==> config.mk <==
export PLATFORM = sky130hd
export DESIGN_NAME = tdm_mux_n
export DESIGN_NICKNAME = d
export VERILOG_FILES = /design/src/rtl/tdm_pkg.sv /design/src/rtl/tdm_slot_counter.sv /design/src/rtl/tdm_mux_n.sv
export SDC_FILE = /design/constraint.sdc
export NUM_CORES = 1
export LEC_CHECK = 0
export CAP_MARGIN = 10
export CORE_ASPECT_RATIO = 0.7
export CORE_MARGIN = 10
export CORE_UTILIZATION = 43
export DETAILED_ROUTE_END_ITERATION = 7
export GPL_ROUTABILITY_DRIVEN = 0
export HOLD_SLACK_MARGIN = 0.1
export PLACE_DENSITY = 0.76
export SLEW_MARGIN = 15
export SYNTH_ARGS = -nofsm -noshare
export SYNTH_HDL_FRONTEND = slang
export SYNTH_SLANG_ARGS = --single-unit
export TNS_END_PERCENT = 10
==> constraint.sdc <==
create_clock -name clk8f -period 1.25 [get_ports clk8f]
set_input_delay 0.25 -clock clk8f [delete_from_list [all_inputs] [get_ports clk8f]]
set_output_delay 0.25 -clock clk8f [all_outputs]
set_load 0.02 [all_outputs]
==> src/rtl/tdm_pkg.sv <==
// tdm_pkg: shared constants and helpers for the N:1 TDM multiplexer
package tdm_pkg;
  localparam int MAX_NCH = 16;
  localparam logic [7:0] IDLE_PATTERN_DEF = 8'hBC;
  function automatic int clog2_min1(input int n);
    return (n <= 2) ? 1 : $clog2(n);
  endfunction
endpackage

==> src/rtl/tdm_slot_counter.sv <==
// tdm_slot_counter: modulo-NCH slot counter, resets to the last slot so the first live edge captures
module tdm_slot_counter #(
  parameter int NCH = 4,
  parameter int CW  = 2
) (
  input  logic          clk8f,
  input  logic          reset,
  output logic [CW-1:0] cnt,
  output logic          last,
  output logic          first
);
  assign last  = cnt == CW'(NCH - 1);
  assign first = cnt == '0;
  // advance one slot per clock, wrapping after the last slot
  always_ff @(posedge clk8f)
    if (!reset) cnt <= CW'(NCH - 1);
    else        cnt <= last ? '0 : cnt + 1'b1;
endmodule

==> src/rtl/tdm_mux_n.sv <==
// tdm_mux_n: NCH:1 time-division mux on clk8f; define TDM_IDLE_FILL_EN to fill invalid slots with IDLE_PATTERN
module tdm_mux_n
  import tdm_pkg::*;
#(
  parameter int          NCH          = 4,
  parameter int          DW           = 8,
  parameter logic [7:0]  IDLE_PATTERN = IDLE_PATTERN_DEF,
  localparam int         CW           = clog2_min1(NCH)
) (
  input  logic              clk8f,
  input  logic              reset,
  input  logic [NCH*DW-1:0] data_in,
  input  logic [NCH-1:0]    valid_in,
  output logic [DW-1:0]     data_out,
  output logic              valid_out,
  output logic [CW-1:0]     ch_out,
  output logic              sof
);
`ifdef TDM_IDLE_FILL_EN
  localparam logic [DW-1:0] FILL = DW'(IDLE_PATTERN);
`else
  localparam logic [DW-1:0] FILL = DW'(IDLE_PATTERN) & '0;
`endif
  logic [CW-1:0]  cnt;
  logic           last;
  logic           first;
  logic [DW-1:0]  hold_data [NCH];
  logic [NCH-1:0] hold_valid;
  tdm_slot_counter #(.NCH(NCH), .CW(CW)) u_cnt (
    .clk8f (clk8f),
    .reset (reset),
    .cnt   (cnt),
    .last  (last),
    .first (first)
  );
  // capture all lanes once per frame and emit the held frame one slot per cycle
  always_ff @(posedge clk8f)
    if (!reset) begin
      hold_data  <= '{default: '0};
      hold_valid <= '0;
      data_out   <= '0;
      valid_out  <= 1'b0;
      ch_out     <= '0;
      sof        <= 1'b0;
    end else begin
      if (last) begin
        for (int k = 0; k < NCH; k++) hold_data[k] <= data_in[k*DW +: DW];
        hold_valid <= valid_in;
      end
      data_out  <= hold_valid[cnt] ? hold_data[cnt] : FILL;
      valid_out <= hold_valid[cnt];
      ch_out    <= cnt;
      sof       <= first;
    end
endmodule

== Word-level counts from Yosys, hierarchy flattened ==
Cells that the tools add are included.
Word-level totals
  flip-flop bits (word level): 50
  input port bits: 38
  output and inout port bits: 12
  word-level logic and storage cells: 23
Cells by class
  eq/ne operators: 1
  reductions and logical operators: 2
  $lt $le $gt $ge: 2
  add/sub/neg operators: 1
  bitwise logic cells: 1
  multiplexer cells: 6
Operator list (count)
  $bmux 8 s2: 1
  $mux 8: 2
  $ge 3x3->1 const B: 1
  $lt 2x3->1 const B: 1
  $not 2->3: 1
  $add 2x1->2 const B: 1
  $bmux 1 s2: 1
  $eq 2x2->1 const B: 1
  $logic_not 2->1: 1
  $mux 2: 1
  $reduce_and 2->1: 1
  $mux 1: 1

== Depth between registers and ports, before layout ==
Gate-level depths: netlist of run 1.
  depth in word-level cells: 4
  depth in mapped cells: 5
  gate-level depth less buffers: 3

== Hierarchy ==
Synthesis of run 1 repeated with hierarchy kept, for this count alone.
Unflattened totals
  cell total of the unflattened synthesis: 162
  area total of the unflattened synthesis: 1994.4 µm²
Modules (own cells, without submodules)
  tdm_mux_n: area an instance 1910.6 µm², sequential area each 960.9 µm², cells each 154, instances 1
  tdm_slot_counter: area an instance 83.8 µm², sequential area each 40.0 µm², cells each 8, instances 1

== Least setup slack after synthesis of run 1 ==
OpenSTA, ideal clock, no wires.
  kind: register -> register
  start: register u_cnt.cnt[1]
  end: register data_out[0]
  buffers on the path: 1
  slack: -0.027 ns
  cell stages (with the launch flop): 4
  arrival time: 1.154 ns
  cell sequence: dfxtp_1 -> buf_6 -> mux4_2 -> nor2b_4
Between the ends
  cells in the longest elaborated chain, start to end: 4
  elaborated cells between the ends (all ways): 7
RTL lines
  start: declaration: line tdm_slot_counter.sv:8  | output logic [CW-1:0] cnt,
  start signal: assignment: line tdm_slot_counter.sv:16  | if (!reset) cnt <= CW'(NCH - 1);
  start signal: assignment: line tdm_slot_counter.sv:17  | else cnt <= last ? '0 : cnt + 1'b1;
  $not 2->3 (implied by the code): line tdm_mux_n.sv:50  | data_out <= hold_valid[cnt] ? hold_data[cnt] : FILL;
  $bmux 8 s2: line tdm_mux_n.sv:50
  $mux 8 (implied by the code) (2 in a row): line tdm_mux_n.sv:50
  end signal: assignment: line tdm_mux_n.sv:50
  end: declaration: line tdm_mux_n.sv:14  | output logic [DW-1:0] data_out,
Several ways; a longest one is shown, not always the timed one. The select of a mux whose other input is x is not followed.
A chain may end at the register's enable or synchronous reset.

== Worst setup path after layout of run 1 ==
  start: register u_cnt.cnt[1]
  end: register data_out[3]
The elaborated chain is that of the path after synthesis.

==> flow_summary.yaml, run 1 <==
logic_synthesis:
  yosys.area_share.adder_pct: 1.25
  postSynthAreaPerCell_sq_um: 12.4
  synth.net_count: 202
  synthDominantAreaCellType: "dfxtp_1"
  async_reset_ff_share_pct: 0
  yosysUniqueCellTypes: 16
  synth_xor_xnor_area_share_pct: 0
  top_area_cells_in_the_synthesized_netlist: "dfxtp_1, mux2i_1, nor2b_1"
  synthesis.area_sq_um: 2010
  synth-simple-area-share_pct: 15.7
  ys_seq_elements: 50
  yosysWarningCount: 0
  compound_cell_area_share_of_the_yosys_netlist_pct: 1.31
  synthDominantCellAreaShare_pct: 49.9
  proportion_of_synthesized_area_in_mux_cells_pct: 28.1
  synth_ff_type: "dfxtp_1"
  synth-edff-count: 0
  synth_commonest_cells: "dfxtp_1, nor2b_1, mux2i_1, mux4_2, buf_4"
  yosys.cell_count.top_type: "dfxtp_1"
  synth_cells: 162
  synth_seq_area_share_pct: 49.9
  combinational_family_with_the_most_area_after_synthesis: "multiplexers"
route:
  first_iter_violations: 35
  detail_route.first_pass.iterations: 4
  drtAntennaViolNets: 0
  vias_per_cell: 4.87
  wl_mm: 4.77
  route.detailed.drc: 0
  detail_route.wl_per_cell_microns: 17.2
  num_vias: 1349
cells_and_area:
  share_of_cells_above_drive_strength_1_pct: 18.9
  final_cell_count_no_fill: 277
  finalNetCount: 261
  n_antenna_cell: 0
  syn_to_final_growth_pct: 39.7
job:
  cap_violations: 0
floorplan:
  die-area_sq_um: 7840
  die_width_microns: 102
  initial_core_util_pct: 45.3
  core_region_area_sq_um: 4430
  count_of_pins_on_the_block_boundary: 50
  placement_rows: 20
  die_h_microns: 77.1
global_route:
  grt_pass1_vias: 1429
  grt_start_max_net_pins: 25
  global_route_congestion_overflow_total: 0
  gr-usage-met1_pct: 13.2
  use_met3_pct: 6.00
  track_usage_pct: 12.1
  busiest_layer: "met2"
  global_route.usage.met2_pct: 19.4
  antenna_violations_before_repair: 0
  grt_first_pass_wirelength_mm: 7.35
sta:
  finalSetupViolations: 9
  final_period_minus_worst_setup_slack_ns: 1.30
  timing.final.crit_share_pct: 104
  final_critical_path_setup_slack_ns: -0.0497
  hold-worst-slack_ns: 0.525
  worst_slew_pin_slew_ns: 0.237
  final_max_slew_viol_count: 0
  finalClockSkew_ns: 0.00539
  rsz0062_at_grt: "yes"
  final_hold_vios: 0
  max_slew_margin_pct: 84.2
  max_clock_freq_mhz: 769
clocking:
  post_cts_hold_buffers: 0
  clock_insertion_delay_worst_skew_ns: 0.31
  clkSinkCount: 50
  clock-root-buffer: "clkbuf_8"
  clkSlewWorstSetupHoldPaths_ns: 0.09
  tritoncts: "built"
  cts_inserted_buffers: 5
  clockBufferDepth: 2
  clock_tree.htree_level_count: 2
critical_path:
  crit_family: "flip-flops"
  end_kind: "flop"
  critical-path-slowest-cell: "dfxtp_4"
  top_fanout_value_on_the_critical_path: 7
  critical_path.max_stage_delay_ns: 0.43
  cp.required_ns: 1.46
  startpoint_type: "flop"
  crit_type: "flop to flop"
  crit_path_cell_trace: "mux2_2, a22oi_4, buf_12, nor2b_1"
  critical_path.n_buffers_inverters: 1
  crit_arrival_ns: 1.51
place:
  pre_cts_slack_ns: -0.234
  number_of_buffers_inserted_by_port_buffering: 49
  place.detailed.instances: 265
  dp_hpwl_mm: 3.40
power_and_ir_drop:
  powerDensity_nw_per_um2: 1380
  total_power_mw: 3.86
  power.ir.vdd_worst_v: 0.000843
  leakage_nw: 1.16
min_path:
  hold_path.class: "flop to flop"
outcome:
  failed_checks: "negative setup slack"
  outcome: "finished with violations"
-- cells in the final DEF (no fill, tap or decap), drive strengths merged --
cell type,instances
o21ai,1
mux2i,36
mux2,2
clkdlybuf4s50,37
and2,3
dlygate4sd2,2
a22oi,1
clkbuf,8
inv,3
clkdlybuf4s15,8
nand2b,1
ha,2
nor2b,45
buf,12
clkinvlp,2
mux4,8
bufinv,1
dfxtp,50
-- state kept, by name (all words and copies together), names as in the netlist --
name and count:
hold_data 32, data_out 8, hold_valid 4, ch_out 2
u_cnt.cnt 2, sof 1, valid_out 1
-- final timing paths --
check                start            end  slack [ns]  cells past startpoint
max reg2reg   u_cnt.cnt[1]    data_out[3]       -0.05                      4
min reg2reg  hold_data[15]  hold_data[15]        0.52                      2
min          hold_data[15]  hold_data[15]        0.52                      2
max           u_cnt.cnt[1]    data_out[3]       -0.05                      4
-- stage by stage --
stage	util, %	setup TNS (ns)	area, sq um
2_1_floorplan	-	0	2010
3_3_place_gp	58.6	-1.44	2600
3_5_place_dp	58.6	-3.44	2600
4_1_cts	61.0	-0.895	2700
5_1_grt	63.3	-0.821	2800
6_report	63.3	-0.362	2800
-- power breakdown --
part | internal (mW) | total, mW | switching [mW] | leakage [nW]
clock network | 0.595 | 1.15 | 0.558 | 0.0504
registers | 1.74 | 1.83 | 0.0905 | 0.411
logic | 0.549 | 0.883 | 0.334 | 0.701
total | 2.88 | 3.86 | 0.982 | 1.16
-- final cells by class --
class,count,area (sq um)
multi-input combinational,99,961
timing repair buffer,62,642
sequential,50,1010
clock inverter,3,45.0
fill,346,1630
clock buffer,5,68.8
inverter,3,11.3
tap,55,68.8
-- routing by layer --
metal  wire [microns]  vias to the layer above  part of all wire [%]
met3              362                        6                   7.6
met4               82                        0                   1.7
met5                0                        -                     0
met2             2280                       41                    48
li1                 -                      662                     -
met1             2040                      640                    43
-- worst register-to-register path: cells and delay by family (launching register included) --
kind | cells | cell delay, ns
DFF | 1 | 0.43
muxes | 1 | 0.37
AOI/OAI and AO/OA | 1 | 0.20
buffers and inverters | 1 | 0.15
and+or+nand+nor | 1 | 0.05
-- kinds of logic after synthesis --
family | Yosys count
DFF | 50
buffers and inverters | 13
muxes | 46
and+or+nand+nor | 49
adders and majority gates | 2
AOI/OAI and AO/OA | 2
-- timing repair --
action                                  CTS  global route
pin swaps                                 1             1
gates cloned                              0             1
setup buffers                             0             3
endpoints found under the setup margin   57            52
resized for setup                        14            20
(Power assumes the default switching activity.)
==> inputs of run 2 (changes only) <==
- TNS_END_PERCENT: 10 -> 50
==> run 2 against run 1 <==
The flow still finishes with violations (negative setup slack). Critical path depth did not move. First-iteration DRC count shrank 34%. Combinational power is 6.9% higher. Final area up 1.8%. Die area stayed put. Sequential share of layout area fell by 0.65 points.
==> flow_summary.yaml, run 2 (same netlist as run 1, synthesis figures left out) <==
outcome:
  outcome: "finished with violations"
  failed_checks: "negative setup slack"
route:
  drtAntennaViolNets: 0
  detail_route.wl_per_cell_microns: 17.2
  num_vias: 1356
  wl_mm: 4.83
  route.detailed.drc: 0
  detail_route.first_pass.iterations: 4
  vias_per_cell: 4.84
  first_iter_violations: 23
floorplan:
  die_width_microns: 102
  die_h_microns: 77.1
  initial_core_util_pct: 45.3
  count_of_pins_on_the_block_boundary: 50
  placement_rows: 20
  core_region_area_sq_um: 4430
  die-area_sq_um: 7840
critical_path:
  crit_path_cell_trace: "mux2_2, a22oi_4, buf_12, nor2b_1"
  startpoint_type: "flop"
  end_kind: "flop"
  crit_family: "flip-flops"
  crit_path_start: "u_cnt.cnt[1]"
  critical_path.max_stage_delay_ns: 0.42
  crit_arrival_ns: 1.51
  top_fanout_value_on_the_critical_path: 7
  crit_type: "flop to flop"
  critical_path.n_buffers_inverters: 1
  critical-path-slowest-cell: "dfxtp_4"
  cp.required_ns: 1.46
  rr_startpoint: "u_cnt.cnt[1]"
sta:
  final_critical_path_setup_slack_ns: -0.0458
  finalSetupViolations: 9
  final_hold_vios: 0
  finalClockSkew_ns: 0.00571
  final_period_minus_worst_setup_slack_ns: 1.30
  hold-worst-slack_ns: 0.525
  max_slew_margin_pct: 84.0
  final_max_slew_viol_count: 0
  timing.final.crit_share_pct: 104
  max_clock_freq_mhz: 772
  rsz0062_at_grt: "yes"
  worst_slew_pin_slew_ns: 0.241
clocking:
  clock_tree.htree_level_count: 2
  cts_inserted_buffers: 5
  clkSlewWorstSetupHoldPaths_ns: 0.09
  clkSinkCount: 50
  tritoncts: "built"
  clockBufferDepth: 2
  clock_insertion_delay_worst_skew_ns: 0.31
  post_cts_hold_buffers: 0
  clock-root-buffer: "clkbuf_8"
cells_and_area:
  n_antenna_cell: 0
  largest_register_ff_count: 32
  finalNetCount: 264
  syn_to_final_growth_pct: 42.3
  final.fill_count: 343
  largest_register: "hold_data"
  largest_registers: "hold_data (32), data_out (8), hold_valid (4)"
  final_common_cell: "dfxtp_1"
  final_cell_mix: "dfxtp_1, nor2b_1, clkdlybuf4s50_1"
  share_of_cells_above_drive_strength_1_pct: 20.4
power_and_ir_drop:
  power.ir.vdd_worst_v: 0.000830
  leakage_nw: 1.19
  total_power_mw: 3.92
  powerDensity_nw_per_um2: 1370
job:
  cap_violations: 0
global_route:
  grt_start_max_net_pins: 25
  grt_pass1_vias: 1445
  antenna_violations_before_repair: 0
  track_usage_pct: 12.2
  global_route_congestion_overflow_total: 0
  grt_first_pass_wirelength_mm: 7.39
min_path:
  worstHoldStart: "hold_data[28]"
  hold_path.class: "flop to flop"
place:
  pre_cts_slack_ns: -0.234
  number_of_buffers_inserted_by_port_buffering: 49
  dp_hpwl_mm: 3.40
[run 2: timing repair]
item	CTS	global route
resized for setup	18	18
cloned	0	3
setup endpoints to repair	57	52
buffers inserted	4	0
pin swaps	1	1
endpoints found under the hold margin	0	0
[run 2: worst paths after layout]
path / slack, ns / cells past startpoint / to
min: 0.53 / 2 / hold_data[28]
max: -0.05 / 4 / data_out[1]
max reg2reg: -0.05 / 4 / data_out[1]
min reg2reg: 0.53 / 2 / hold_data[28]
[run 2: layer usage]
| layer | global-route usage, % | up-vias | routed length [microns] |
|---|---|---|---|
| li1 | - | 672 | - |
| met1 | 13.2 | 640 | 2080 |
| met3 | 6.00 | 8 | 360 |
| met4 | 5.27 | 0 | 92 |
| met5 | 0 | - | 0 |
| met2 | 19.6 | 36 | 2300 |
[run 2: through the flow]
step / TNS, ns / instance area, sq um / util (%) / cells
2_1_floorplan: 0 / 2010 / - / 162
3_3_place_gp: -1.44 / 2600 / 58.6 / 265
3_5_place_dp: -3.44 / 2600 / 58.6 / 265
4_1_cts: -0.222 / 2760 / 62.3 / 277
5_1_grt: -0.935 / 2850 / 64.4 / 280
6_report: -0.345 / 2850 / 64.4 / 280
[run 2: cell type report]
class,count,area [sq um],share of cell area [%]
timing repair buffer,65,686,24.0
sequential,50,1010,35.2
inverter,3,11.3,0.395
clock inverter,3,45.0,1.58
tap,55,68.8,2.41
clock buffer,5,68.8,2.41
multi-input combinational,99,968,33.9
[run 2: report_power, final]
group / switching [mW] / internal, mW
clock: 0.554 / 0.595
sequential: 0.0894 / 1.74
combinational: 0.353 / 0.591
[run 2: worst reg2reg max path, cell delays in order, from the launching register on]
cell and delay [ns]:
dfxtp_4 0.42, mux2_2 0.37, a22oi_4 0.21, buf_12 0.16, nor2b_1 0.05
==> inputs of run 3 (changes only) <==
- ABC_AREA: default -> 0
==> results of run 3 <==
Same layout as run 2: the final DEF is identical, and so are final timing and power.
==> variant: new RTL, settings of run 2 <==
Take the reset off `data_out` and load it in a clocked block of its own.
--- a/src/rtl/tdm_mux_n.sv
+++ b/src/rtl/tdm_mux_n.sv
@@ -38,7 +38,6 @@
     if (!reset) begin
       hold_data  <= '{default: '0};
       hold_valid <= '0;
-      data_out   <= '0;
       valid_out  <= 1'b0;
       ch_out     <= '0;
       sof        <= 1'b0;
@@ -47,10 +46,13 @@
         for (int k = 0; k < NCH; k++) hold_data[k] <= data_in[k*DW +: DW];
         hold_valid <= valid_in;
       end
-      data_out  <= hold_valid[cnt] ? hold_data[cnt] : FILL;
       valid_out <= hold_valid[cnt];
       ch_out    <= cnt;
       sof       <= first;
     end
+
+  always_ff @(posedge clk8f) begin
+      data_out <= hold_valid[cnt] ? hold_data[cnt] : FILL;
+  end
 endmodule
 
Function: differs if reset is asserted again (counterexample within 4 cycles, from zero or initial values and one cycle with reset low); with reset held inactive, the same outputs for 10 cycles.
==> variant against run 2 <==
Critical path type unchanged; setup slack improved by 18 ps; power decreased by 7.1%; count of clock-buffer cells in the layout increased by 1; die area decreased by 1.1%; synthesized area decreased by 1.4%; sequential share of layout area increased by 1.1 points; routed wire length decreased by 8.8%; utilization decreased by 1.1 points; combinational power decreased by 3.9%; cell area decreased by 2.9%; sequential cell count unchanged; largest power group unchanged; the flow still finishes with violations (setup timing).
==> variant: results (changes against run 2) <==
status -> complete, but fails checks (unchanged)
failing checks -> setup timing (unchanged)
Clock Skews -> 10.21 ps (was 5.708 ps)
hold_sp -> hold_data[21] (was hold_data[28])
largest net degree at the start of global routing -> 43 (was 25)
setup violators final -> 6 (was 9)
DR WL met3 -> 368 um (was 360 um)
syn nets -> 199 (was 202)
DPL Wire Length -> 3.132 mm (was 3.396 mm)
global-route wire length before repair -> 7.327 mm (was 7.389 mm)
Clock buffer cells -> 6 (was 5)
register area -> 0.001008 mm2 (was 0.001006 mm2)
routed len/inst -> 15.96 um (was 17.25 um)
vias in the first global route -> 1,426 (was 1,445)
Tot GR Track Use -> 11.86% (was 12.17%)
Inverters -> 2 (was 3)
M1 GR Usage -> 14.94% (was 13.19%)
Synth area leaders -> dfxtp_1 (51%), mux2i_1 (18%), nor2b_1 (11%) (was dfxtp_1 (50%), mux2i_1 (18%), nor2b_1 (14%))
WP data arrival -> 1480 ps (was 1510 ps)
Power Density -> 1314 mW/mm2 (was 1373 mW/mm2)
Hold EP -> hold_data[21] (was hold_data[28])
layout cell share with drive strength beyond 1 -> 17.19% (was 20.44%)
mux contribution to synthesized area -> 28.84% (was 28.07%)
DRT Wirelength -> 4.404 mm (was 4.829 mm)
multi-input gates -> 98 (was 99)
pre-CTS WS -> -92.35 ps (was -234.0 ps)
drt initial violations -> 68 (was 23)
Inst Count DP -> 264 (was 265)
Distinct cells, synth -> 15 (was 16)
met3 Track Usage GR -> 5.551% (was 5.998%)
synth cell count leaders -> dfxtp_1 (50), mux2i_1 (36), nor2b_1 (36) (was dfxtp_1 (50), nor2b_1 (44), mux2i_1 (36))
VDD IR max -> 0.0008455 V (was 0.0008296 V)
worst-margin pin slew -> 223.2 ps (was 241.1 ps)
Worst path max stage delay -> 370 ps (was 420 ps)
worst setup margin -> -27.87 ps (was -45.81 ps)
clock-cell share of area -> 3.115% (was 3.989%)
fillcell total -> 354 (was 343)
met2 wire len -> 1.961 mm (was 2.301 mm)
## variant: cell types whose count changed after synthesis
cell	run 2	this run
and2_1	2	11
mux4_1	0	2
buf_2	0	1
a22oi_4	1	0
mux2_2	2	0
inv_1	3	2
mux4_2	8	7
buf_4	5	4
nor2b_4	1	0
nor2b_1	44	36
## variant: worst max-delay path by stage
stage                       from            end  slack (ps)
global placement    u_cnt.cnt[0]    data_out[7]         -80
detailed placement  u_cnt.cnt[1]  hold_data[17]         -90
global route        u_cnt.cnt[1]    data_out[1]         -80
finish              u_cnt.cnt[1]    data_out[5]         -30
CTS                 u_cnt.cnt[0]    data_out[5]         -20
floorplan           u_cnt.cnt[0]   hold_data[0]          -8
## variant: power by group
part | internal (mW) | total [mW] | switching (mW) | leakage (nW)
Combinational | 0.563 | 0.907 | 0.344 | 0.700
Sequential | 1.74 | 1.83 | 0.0889 | 0.412
Clock | 0.395 | 0.904 | 0.509 | 0.0452
